`src/rtl/hazard_unit_pkg.sv`:
```
`default_nettype none
// ============================================================================
// Module      : hazard_unit_pkg
// Description : Shared types for the hazard unit: scoreboard slot entry,
//               stall FSM state encoding and forwarding read-port codes.
// Revision    : 1.0 - initial release
// ============================================================================
package hazard_unit_pkg;

  // Register-select width carried in a scoreboard slot.
  localparam int HU_REGBITS = 5;

  typedef logic [HU_REGBITS-1:0] regbits_t;

  // One pipeline-stage shadow of a destination register.
  typedef struct packed {
    logic     valid;
    regbits_t wsel;
    logic     memtoreg;
  } sb_entry_t;

  typedef enum logic [0:0] {
    RUN      = 1'b0,
    LU_STALL = 1'b1
  } hu_state_t;

  localparam logic [1:0] RPORT_RS = 2'b01;
  localparam logic [1:0] RPORT_RT = 2'b10;

endpackage
`default_nettype wire

```
`src/rtl/hu_scoreboard.sv`:
```
`default_nettype none
// ============================================================================
// Module      : hu_scoreboard
// Description : Two-slot destination-register shift register shadowing the
//               ID/EX and EX/MEM latches.
//   CLK, nRST      clock / async active-low reset
//   freeze_i       hold both slots
//   bubble_i       load an empty entry into the EX slot on advance
//   dec_entry_i    destination info of the decode instruction
//   ex_slot_o      entry for the instruction now in EX
//   mem_slot_o     entry for the instruction now in MEM
// Revision    : 1.0 - initial release
// ============================================================================
module hu_scoreboard
  import hazard_unit_pkg::*;
(
  input  logic      CLK,
  input  logic      nRST,
  input  logic      freeze_i,
  input  logic      bubble_i,
  input  sb_entry_t dec_entry_i,
  output sb_entry_t ex_slot_o,
  output sb_entry_t mem_slot_o
);

  sb_entry_t ex_slot_q;
  sb_entry_t mem_slot_q;
  sb_entry_t ex_slot_d;

  // r0 is hard-wired zero, so a write to it never produces a hazard.
  always_comb begin
    ex_slot_d = dec_entry_i;
    ex_slot_d.valid = dec_entry_i.valid && (dec_entry_i.wsel != '0);
    if (bubble_i) begin
      ex_slot_d = '0;
    end
  end

  always_ff @(posedge CLK or negedge nRST) begin
    if (!nRST) begin
      ex_slot_q  <= '0;
      mem_slot_q <= '0;
    end else if (!freeze_i) begin
      mem_slot_q <= ex_slot_q;
      ex_slot_q  <= ex_slot_d;
    end
  end

  assign ex_slot_o  = ex_slot_q;
  assign mem_slot_o = mem_slot_q;

endmodule
`default_nettype wire

```
`src/rtl/hazard_unit.sv`:
```
`default_nettype none
// ============================================================================
// Module      : hazard_unit
// Description : RAW hazard detector and stall controller for the 5-stage
//               core. Drives pipeline-latch enables, load-use stalls,
//               branch-flush bubbles and the forwarding-unit selects.
//   Inputs : CLK, nRST, ihit, dhit, mem_access, dec_rs/rt(_used),
//            dec_wsel, dec_RegWrite, dec_MemtoReg, flush_ex
//   Outputs: pc_en, ifid_en, idex_en, idex_bubble, ifid_flush, exmem_en,
//            hazard_dec, rport_dec, hazard_ex, rport_ex, MemtoReg_ex,
//            MemtoReg_mem, lu_stall_count
//   REGBITS must equal the package slot width (HU_REGBITS).
// Revision    : 1.0 - initial release
// ============================================================================
module hazard_unit
  import hazard_unit_pkg::*;
#(
  parameter int REGBITS = HU_REGBITS,
  parameter int CNTBITS = 16
) (
  input  logic               CLK,
  input  logic               nRST,
  input  logic               ihit,
  input  logic               dhit,
  input  logic               mem_access,
  input  logic [REGBITS-1:0] dec_rs,
  input  logic [REGBITS-1:0] dec_rt,
  input  logic               dec_rs_used,
  input  logic               dec_rt_used,
  input  logic [REGBITS-1:0] dec_wsel,
  input  logic               dec_RegWrite,
  input  logic               dec_MemtoReg,
  input  logic               flush_ex,
  output logic               pc_en,
  output logic               ifid_en,
  output logic               idex_en,
  output logic               idex_bubble,
  output logic               ifid_flush,
  output logic               exmem_en,
  output logic               hazard_dec,
  output logic [1:0]         rport_dec,
  output logic               hazard_ex,
  output logic [1:0]         rport_ex,
  output logic               MemtoReg_ex,
  output logic               MemtoReg_mem,
  output logic [CNTBITS-1:0] lu_stall_count
);

  hu_state_t        state_q, state_d;
  logic [1:0]       rport_ex_q, rport_ex_d;
  logic [CNTBITS-1:0] count_q;
  logic             freeze;
  logic             lu_enter;
  sb_entry_t        dec_entry;
  sb_entry_t        ex_slot;
  sb_entry_t        mem_slot;
  logic             rs_ex, rt_ex, rs_mem, rt_mem;
  logic             ex_load;
  logic             lu_hit;

  // A cache miss on either port stalls the whole pipeline.
  assign freeze = !ihit || (mem_access && !dhit);

  assign dec_entry.valid    = dec_RegWrite;
  assign dec_entry.wsel     = regbits_t'(dec_wsel);
  assign dec_entry.memtoreg = dec_MemtoReg;

  hu_scoreboard u_scoreboard (
    .CLK         (CLK),
    .nRST        (nRST),
    .freeze_i    (freeze),
    .bubble_i    (idex_bubble),
    .dec_entry_i (dec_entry),
    .ex_slot_o   (ex_slot),
    .mem_slot_o  (mem_slot)
  );

  assign rs_ex  = dec_rs_used && ex_slot.valid  && (regbits_t'(dec_rs) == ex_slot.wsel);
  assign rt_ex  = dec_rt_used && ex_slot.valid  && (regbits_t'(dec_rt) == ex_slot.wsel);
  assign rs_mem = dec_rs_used && mem_slot.valid && (regbits_t'(dec_rs) == mem_slot.wsel);
  assign rt_mem = dec_rt_used && mem_slot.valid && (regbits_t'(dec_rt) == mem_slot.wsel);

  assign MemtoReg_ex  = ex_slot.memtoreg  && ex_slot.valid;
  assign MemtoReg_mem = mem_slot.memtoreg && mem_slot.valid;
  assign ex_load      = MemtoReg_ex;

  // The youngest producer (EX) shadows MEM. A load in EX cannot forward yet,
  // so that operand reports no decode forward; the stall handles it instead.
  assign rport_dec[0] = rs_ex ? !ex_load : rs_mem;
  assign rport_dec[1] = rt_ex ? !ex_load : rt_mem;
  assign hazard_dec   = |rport_dec;

  assign lu_hit = ex_load && (rs_ex || rt_ex);

  always_comb begin
    state_d     = state_q;
    rport_ex_d  = rport_ex_q;
    lu_enter    = 1'b0;
    pc_en       = 1'b0;
    ifid_en     = 1'b0;
    idex_en     = 1'b0;
    exmem_en    = 1'b0;
    idex_bubble = 1'b0;
    ifid_flush  = 1'b0;
    if (!freeze) begin
      pc_en      = 1'b1;
      ifid_en    = 1'b1;
      idex_en    = 1'b1;
      exmem_en   = 1'b1;
      rport_ex_d = '0;
      if (flush_ex) begin
        // Squash the wrong-path decode instruction; any pending stall dies.
        ifid_flush  = 1'b1;
        idex_bubble = 1'b1;
        state_d     = RUN;
      end else begin
        case (state_q)
          RUN: begin
            if (lu_hit) begin
              pc_en       = 1'b0;
              ifid_en     = 1'b0;
              idex_bubble = 1'b1;
              lu_enter    = 1'b1;
              state_d     = LU_STALL;
            end
          end
          LU_STALL: begin
            // Load has reached MEM; remember which consumer ports need it
            // once the consumer itself moves into EX.
            rport_ex_d = ({rt_mem, rs_mem} & (RPORT_RS | RPORT_RT))
                         & {2{MemtoReg_mem}};
            state_d    = RUN;
          end
          default: state_d = RUN;
        endcase
      end
    end
  end

  always_ff @(posedge CLK or negedge nRST) begin
    if (!nRST) begin
      state_q    <= RUN;
      rport_ex_q <= '0;
      count_q    <= '0;
    end else begin
      state_q    <= state_d;
      rport_ex_q <= rport_ex_d;
      if (lu_enter && (count_q != {CNTBITS{1'b1}})) begin
        count_q <= count_q + {{(CNTBITS-1){1'b0}}, 1'b1};
      end
    end
  end

  assign rport_ex       = rport_ex_q;
  assign hazard_ex      = |rport_ex_q;
  assign lu_stall_count = count_q;

endmodule
`default_nettype wire

```
`config.mk`:
```
export PLATFORM = sky130hd
export DESIGN_NAME = hazard_unit
export DESIGN_NICKNAME = d
export VERILOG_FILES = /design/src/rtl/hazard_unit_pkg.sv /design/src/rtl/hu_scoreboard.sv /design/src/rtl/hazard_unit.sv
export SDC_FILE = /design/constraint.sdc
export NUM_CORES = 1
export LEC_CHECK = 0
export ABC_CLOCK_PERIOD_IN_PS = 4540
export CAP_MARGIN = 40
export CORE_UTILIZATION = 51
export DETAILED_ROUTE_END_ITERATION = 12
export PLACE_DENSITY = 0.95
export SYNTH_ARGS = -nofsm -noshare
export SYNTH_HDL_FRONTEND = slang
export SYNTH_SLANG_ARGS = --single-unit
```
`constraint.sdc`:
```
create_clock -name CLK -period 4.54 [get_ports CLK]
set_input_delay 0.454 -clock CLK [delete_from_list [all_inputs] [get_ports CLK]]
set_output_delay 0.454 -clock CLK [all_outputs]
set_load 0.03 [all_outputs]
```
==> impl_metrics.tcl, run 1 <==
set metrics [dict create \
    rsz0062_at_grt "false" \
    core.rowCount 21 \
    fin_hold_ws_ps 492 \
    cpMostUsedCell "clkdlybuf4s50_1" \
    timing.reg2reg.setup_slack_ps 2270 \
    postCtsSetupRepairBufs 0 \
    antenna_cells 0 \
    seq_area_frac_synth 0.439 \
    synthTopCellsByArea "dfrtp_1 44%, xor2_1 11%, nand2_1 8.2%" \
    syn-cell-area_sq_um 1880 \
    yosys_register_bits 33 \
    cts-resized-gates 0 \
    rr_startpoint "u_scoreboard.ex_slot_o[5]" \
    async_reset_ff_frac 1.00 \
    yosys_warnings 0 \
    slowest_stage "clkdlybuf4s50_1" \
    routed_wl_um 4330 \
    synth_commonest_cells "41 x nand2_1, 33 x dfrtp_1, 24 x xor2_1" \
    critPathRequiredTime_ps 4090 \
    start_util 0.547 \
    die_x_um 62.8 \
    worstHoldEndpoint "lu_stall_count[5]" \
    peakVddDrop_mv 0.211 \
    drv_slew 0 \
    dr.pass1.iters 4 \
    htreeDepth 2 \
    r2r_cells 6 \
    muxShareOfSynthArea 0.0140 \
    final.period_utilization 0.781 \
    core-area_sq_um 3440 \
    synth_xor_area_frac 0.158 \
    root_buffer "clkbuf_8" \
    status "completed" \
    crit_buf_inv 2 \
    hold_class "reg2reg" \
    worst_ep_arrival_time_ps 3090 \
    track_usage 0.244 \
    r2r_end "lu_stall_count[1]" \
    nets 283 \
    port_buffers 54 \
    grt_max_degree 34 \
    hold_depth 1 \
    yosys.cell_count.top_type "nand2_1" \
    grt_pass1_wl_um 7310 \
    ys_types 36 \
    path_delay_family "buffers and inverters" \
    yosys.area.top_type_share 0.439 \
    cts_buffers 5 \
    postCtsHoldBufs 0 \
    min_from "lu_stall_count[5]" \
    ioPinCount 55 \
    die_h_um 62.8 \
    gr-usage-met1 0.297 \
    place_hpwl_um 3250 \
    grt_overflow 0 \
    critical_path_class "in2out" \
    syn-mean-instance-area_sq_um 9.37 \
    slew_headroom 0.504 \
    synth_compound_area_frac 0.0638 \
    yosys.area_share.simple 0.275 \
    cp_max_fo 8 \
    busiest_layer "met2" \
    slowest_delay_ps 660 \
    drive_above_1_share 0.0938 \
    viasPerCell 5.45 \
    antenna_found_initial 0 \
    fp.dieArea_sq_um 3940 \
    fillers 240 \
    clk_latency_ps 280 \
    place_congestion 0.841 \
    synth_flop_cell "dfrtp_1" \
    met3_usage 0.0748 \
    crit_chain "clkdlybuf4s50_1 -> xor2_1 -> nor4_1 -> nand4_1 -> a211oi_1 -> or2_1 -> and2_1 -> clkdlybuf4s50_1" \
    drcViolationCount 0 \
    crit_path_start_kind "input pin" \
    fin_worst_skew_ps 3.33 \
    critPathCaptureType "output port" \
    syn_to_final_growth_pct 34.7 \
    dr_total_vias 1647 \
    syn-num-nets 227 \
    ant_nets 0 \
    max_freq_ghz 0.282 \
    grt_use_met2 0.394 \
    max_slew.worst_pin.slew_ps 737 \
    setup_viol 0 \
    synthAdderAreaFrac 0.00664 \
    max_cap_viol_count 0 \
    fin_crit_ps 3550 \
    synth_top_area_cell "dfrtp_1" \
    drt-initial-drc-count 65 \
    cts_buffer_depth 2 \
    cts.sinks 33 \
    grt_pass1_vias 1587 \
    p_per_area_nw_per_um2 250 \
    synth_edf_count 0 \
    synth_top_family_by_area "simple AND/OR/NAND/NOR gates" \
    cts_tree "done" \
    wl_per_cell_um 14.3 \
    leakagePower_uw 0.00115 \
    hold_violations 0 \
    clk_pin_slew_ps 60 \
    synthCells 201 \
    tns_ps 0 \
]
==> final cells by class <==
type                       count  area [sq um]  share of cell area
clock inverter                 1          5.00             0.00197
inverter                      12          45.0              0.0178
sequential                    33           826               0.326
timing repair buffer          56           556               0.219
multi-input combinational    149           978               0.386
clock buffer                   5          68.8              0.0271
tap                           46          57.6              0.0227
==> power by group <==
group	internal, uW	switching [uW]	leakage, uW
clock network	101	101	0.0000399
logic	50.4	53.9	0.000663
registers	308	18.8	0.000444
total	459	174	0.00115
==> placed cells by master (no fill, tap or decap), types with 3 or more instances in the layout <==
cell type         n
xnor2_1          10
and2_1            3
clkbuf_8          5
nand2_1          41
nor2_1            5
clkdlybuf4s50_1  54
nor3_1            5
nor4_2            6
o21ai_1           4
nand3_1           7
inv_1            10
nand4_1          10
o31ai_1           7
nor4_1            5
dfrtp_1          33
xor2_1           24
==> state kept, by name, summed over array words and instances (netlist names) <==
register                 flops
u_scoreboard.mem_slot_o      7
u_scoreboard.ex_slot_o       7
lu_stall_count              16
rport_ex                     2
state_q                      1
==> layer usage <==
layer / share of wire / vias up
met3: 0.053 / 11
met5: 0 / -
met4: 0.030 / 0
met2: 0.48 / 58
li1: - / 797
met1: 0.44 / 781
==> worst reg2reg max path, delay by kind of cell, from the launching register on <==
kind | cells | cell delay, ps
and+or+nand+nor | 4 | 1230
DFF | 1 | 440
muxes | 1 | 300
xor gates and xnor gates | 1 | 190
==> kinds of logic (layout without fill, tap and decap cells) <==
group,count (synthesis),in the layout
AOI/OAI and AO/OA,18,18
DFF,33,33
and+or+nand+nor,94,94
muxes,2,2
xor gates and xnor gates,34,34
buffers and inverters,19,74
adders and majority gates,1,1
==> worst max path at each step <==
| stage | start | to | slack (ps) | depth (start not counted) |
|---|---|---|---|---|
| 6_report | dec_rs[4] | idex_bubble | 990 | 8 |
| 5_1_grt | dec_rs[4] | idex_bubble | 850 | 8 |
| 4_1_cts | dec_rs[4] | idex_bubble | 1020 | 8 |
| 3_5_place_dp | dec_rs[4] | idex_bubble | 1020 | 8 |
| 3_3_place_gp | dec_rs[4] | idex_bubble | 1100 | 8 |
| 2_1_floorplan | dec_rt[4] | idex_bubble | 2160 | 7 |
==> through the flow <==
step | setup slack, ps | total power [uW] | cells | util | cell area [sq um]
global route | 852 | 667 | 302 | 0.737 | 2540
global placement | 1100 | 432 | 296 | 0.715 | 2460
floorplan | 2160 | 384 | 201 | - | 1880
CTS | 1020 | 636 | 302 | 0.737 | 2540
finish | 994 | 633 | 302 | 0.737 | 2540
detailed placement | 1020 | 436 | 296 | 0.715 | 2460
Power figures use the tool's default switching activity.
==> inputs of run 2 (changes only) <==
--- a/config.mk
+++ b/config.mk
@@ -5,11 +5,11 @@
 export SDC_FILE = /design/constraint.sdc
 export NUM_CORES = 1
 export LEC_CHECK = 0
-export ABC_CLOCK_PERIOD_IN_PS = 4540
+export ABC_CLOCK_PERIOD_IN_PS = 3560
 export CAP_MARGIN = 40
-export CORE_UTILIZATION = 51
+export CORE_UTILIZATION = 47
 export DETAILED_ROUTE_END_ITERATION = 12
-export PLACE_DENSITY = 0.95
+export PLACE_DENSITY = 0.89
 export SYNTH_ARGS = -nofsm -noshare
 export SYNTH_HDL_FRONTEND = slang
 export SYNTH_SLANG_ARGS = --single-unit
==> constraint.sdc (replaced) <==
create_clock -name CLK -period 3.56 [get_ports CLK]
set_input_delay 0.356 -clock CLK [delete_from_list [all_inputs] [get_ports CLK]]
set_output_delay 0.356 -clock CLK [all_outputs]
set_load 0.03 [all_outputs]
==> run 2 against run 1 <==
Net effect:
- sequential share of layout area fell by 0.71 points
- total power is 45% higher
- worst setup slack worse by 770 ps
- via count increased by 0.36%
- first-iteration DRC count up 38%
- routed wire length grew 0.55%
- sequential cell count is the same
- non-clock buffer count is 1 higher
- clock power increased by 82%
- register-to-register slack worse by 1100 ps
- die area grew 8.2%
- critical endpoint unchanged
==> impl_metrics.tcl, run 2 (synthesis results as in run 1) <==
set metrics [dict create \
    status "completed" \
    crit_buf_inv 2 \
    max_cap_viol_count 0 \
    worst_ep_arrival_time_ps 2980 \
    dr_total_vias 1653 \
    cp_max_fo 5 \
    fin_hold_ws_ps 474 \
    drive_above_1_share 0.104 \
    clk_pin_slew_ps 70 \
    postCtsHoldBufs 0 \
    start_util 0.503 \
    leakagePower_uw 0.00117 \
    grt_pass1_vias 1606 \
    p_int_uw 685 \
    routed_wl_um 4350 \
    combPwrFrac 0.148 \
    crit_start "dec_rs[4]" \
    die_x_um 65.3 \
    drcViolationCount 0 \
    path_delay_family "buffers and inverters" \
    setup_viol 0 \
    critPathCaptureType "output port" \
    met3_usage 0.0625 \
    cts_buffer_depth 2 \
    place_hpwl_um 3200 \
    viasPerCell 5.38 \
    core.rowCount 22 \
    final.period_utilization 0.938 \
    p_switching_uw 233 \
    syn_to_final_growth_pct 37.7 \
    gr-usage-met1 0.307 \
    mostFrequentLayoutCells "54 x clkdlybuf4s50_1, 41 x nand2_1, 33 x dfrtp_1" \
    hold_class "in2async" \
    track_usage 0.235 \
    hold_violations 0 \
    fp.dieArea_sq_um 4260 \
    max_freq_ghz 0.300 \
    postCtsSetupRepairBufs 0 \
    rsz0062_at_grt "false" \
    pwr-share-seq 0.453 \
    busiest_layer "met2" \
    rr_startpoint "u_scoreboard.ex_slot_o[5]" \
    place_congestion 0.828 \
    drt-initial-drc-count 90 \
    layout_commonest_cell "clkdlybuf4s50_1" \
    r2r_end "lu_stall_count[1]" \
    htreeDepth 2 \
    antenna_found_initial 0 \
    critical_path_class "in2out" \
    slowest_delay_ps 660 \
    peakVddDrop_mv 0.226 \
    cts_buffers 5 \
    max_slew.worst_pin.slew_ps 744 \
    grt_overflow 0 \
    root_buffer "clkbuf_8" \
    p_per_area_nw_per_um2 354 \
    cts.sinks 33 \
    crit_path_start_kind "input pin" \
    slowest_stage "clkdlybuf4s50_1" \
    cpMostUsedCell "clkdlybuf4s50_1" \
    grt_max_degree 34 \
    clock_power_share 0.400 \
    ioPinCount 55 \
    fin_worst_skew_ps 2.24 \
    grt_pass1_wl_um 7500 \
    antenna_cells 0 \
    core-area_sq_um 3740 \
    largest_reg_flops 16 \
    fillers 280 \
    slew_headroom 0.500 \
    cts-resized-gates 0 \
    grt_use_met2 0.356 \
    critPathRequiredTime_ps 3200 \
    tns_ps 0 \
    timing.reg2reg.setup_slack_ps 1150 \
    nets 284 \
    r2r_cells 6 \
    clk_latency_ps 280 \
    port_buffers 54 \
    dr.pass1.iters 5 \
    fin_crit_ps 3340 \
    swShare 0.254 \
    drv_slew 0 \
    wl_per_cell_um 14.2 \
    die_h_um 65.3 \
    ant_nets 0 \
    crit_chain "clkdlybuf4s50_1 -> xor2_1 -> nor4_1 -> nand4_1 -> a211oi_1 -> or2_1 -> and2_1 -> clkdlybuf4s50_1" \
    cts_tree "done" \
]
run 2: changes by cell type in the layout (fill, tap and decap cells not counted):
cell	change
clkbuf_8	+1
clkinvlp_4	+1
clkinv_2	-1
bufinv_16	+1
buf_4	+1
run 2: metal layers:
metal / vias to the layer above / part of all wire
met5: - / 0
met4: 0 / 0.014
met3: 4 / 0.061
met2: 65 / 0.49
met1: 784 / 0.44
li1: 800 / -
run 2: layout make-up:
type | instances | area [sq um] | area share
Multi-Input combinational cell | 149 | 978 | 0.377
Sequential cell | 33 | 826 | 0.319
Timing Repair Buffer | 57 | 563 | 0.217
Clock buffer | 6 | 82.6 | 0.0319
Tap cell | 48 | 60.1 | 0.0232
Inverter | 12 | 45.0 | 0.0174
Clock inverter | 2 | 37.5 | 0.0145
run 2: worst max-delay path by stage:
stage	endpoint	slack, ps	cells after the start
after global placement	idex_bubble	430	8
final	idex_bubble	220	8
after floorplan	idex_bubble	1300	7
after global routing	idex_bubble	130	8
after detailed placement	idex_bubble	360	8
after CTS	idex_bubble	280	8
run 2: power by group through the flow:
stage / Sequential [uW] / Combinational [uW] / Clock (uW)
2_1_floorplan: 416 / 73.6 / 0
3_3_place_gp: 421 / 131 / 0
3_5_place_dp: 423 / 135 / 0
4_1_cts: 415 / 136 / 374
5_1_grt: 419 / 148 / 400
6_report: 416 / 135 / 367
run 2: through the flow:
| step | instance area (sq um) | power, uW | setup WS (ps) | instances | utilization |
|---|---|---|---|---|---|
| floorplan | 1880 | 490 | 1300 | 201 | - |
| global placement | 2470 | 553 | 432 | 299 | 0.660 |
| detailed placement | 2470 | 557 | 357 | 299 | 0.660 |
| CTS | 2590 | 925 | 284 | 307 | 0.693 |
| global route | 2590 | 966 | 131 | 307 | 0.693 |
| finish | 2590 | 918 | 222 | 307 | 0.693 |
==> inputs of run 3 (changes only) <==
--- a/config.mk
+++ b/config.mk
@@ -9,6 +9,7 @@
 export CAP_MARGIN = 40
 export CORE_UTILIZATION = 47
 export DETAILED_ROUTE_END_ITERATION = 12
+export GPL_TIMING_DRIVEN = 1
 export PLACE_DENSITY = 0.89
 export SYNTH_ARGS = -nofsm -noshare
 export SYNTH_HDL_FRONTEND = slang
==> results of run 3 <==
Final layout, timing and power as in run 2 (identical DEF).
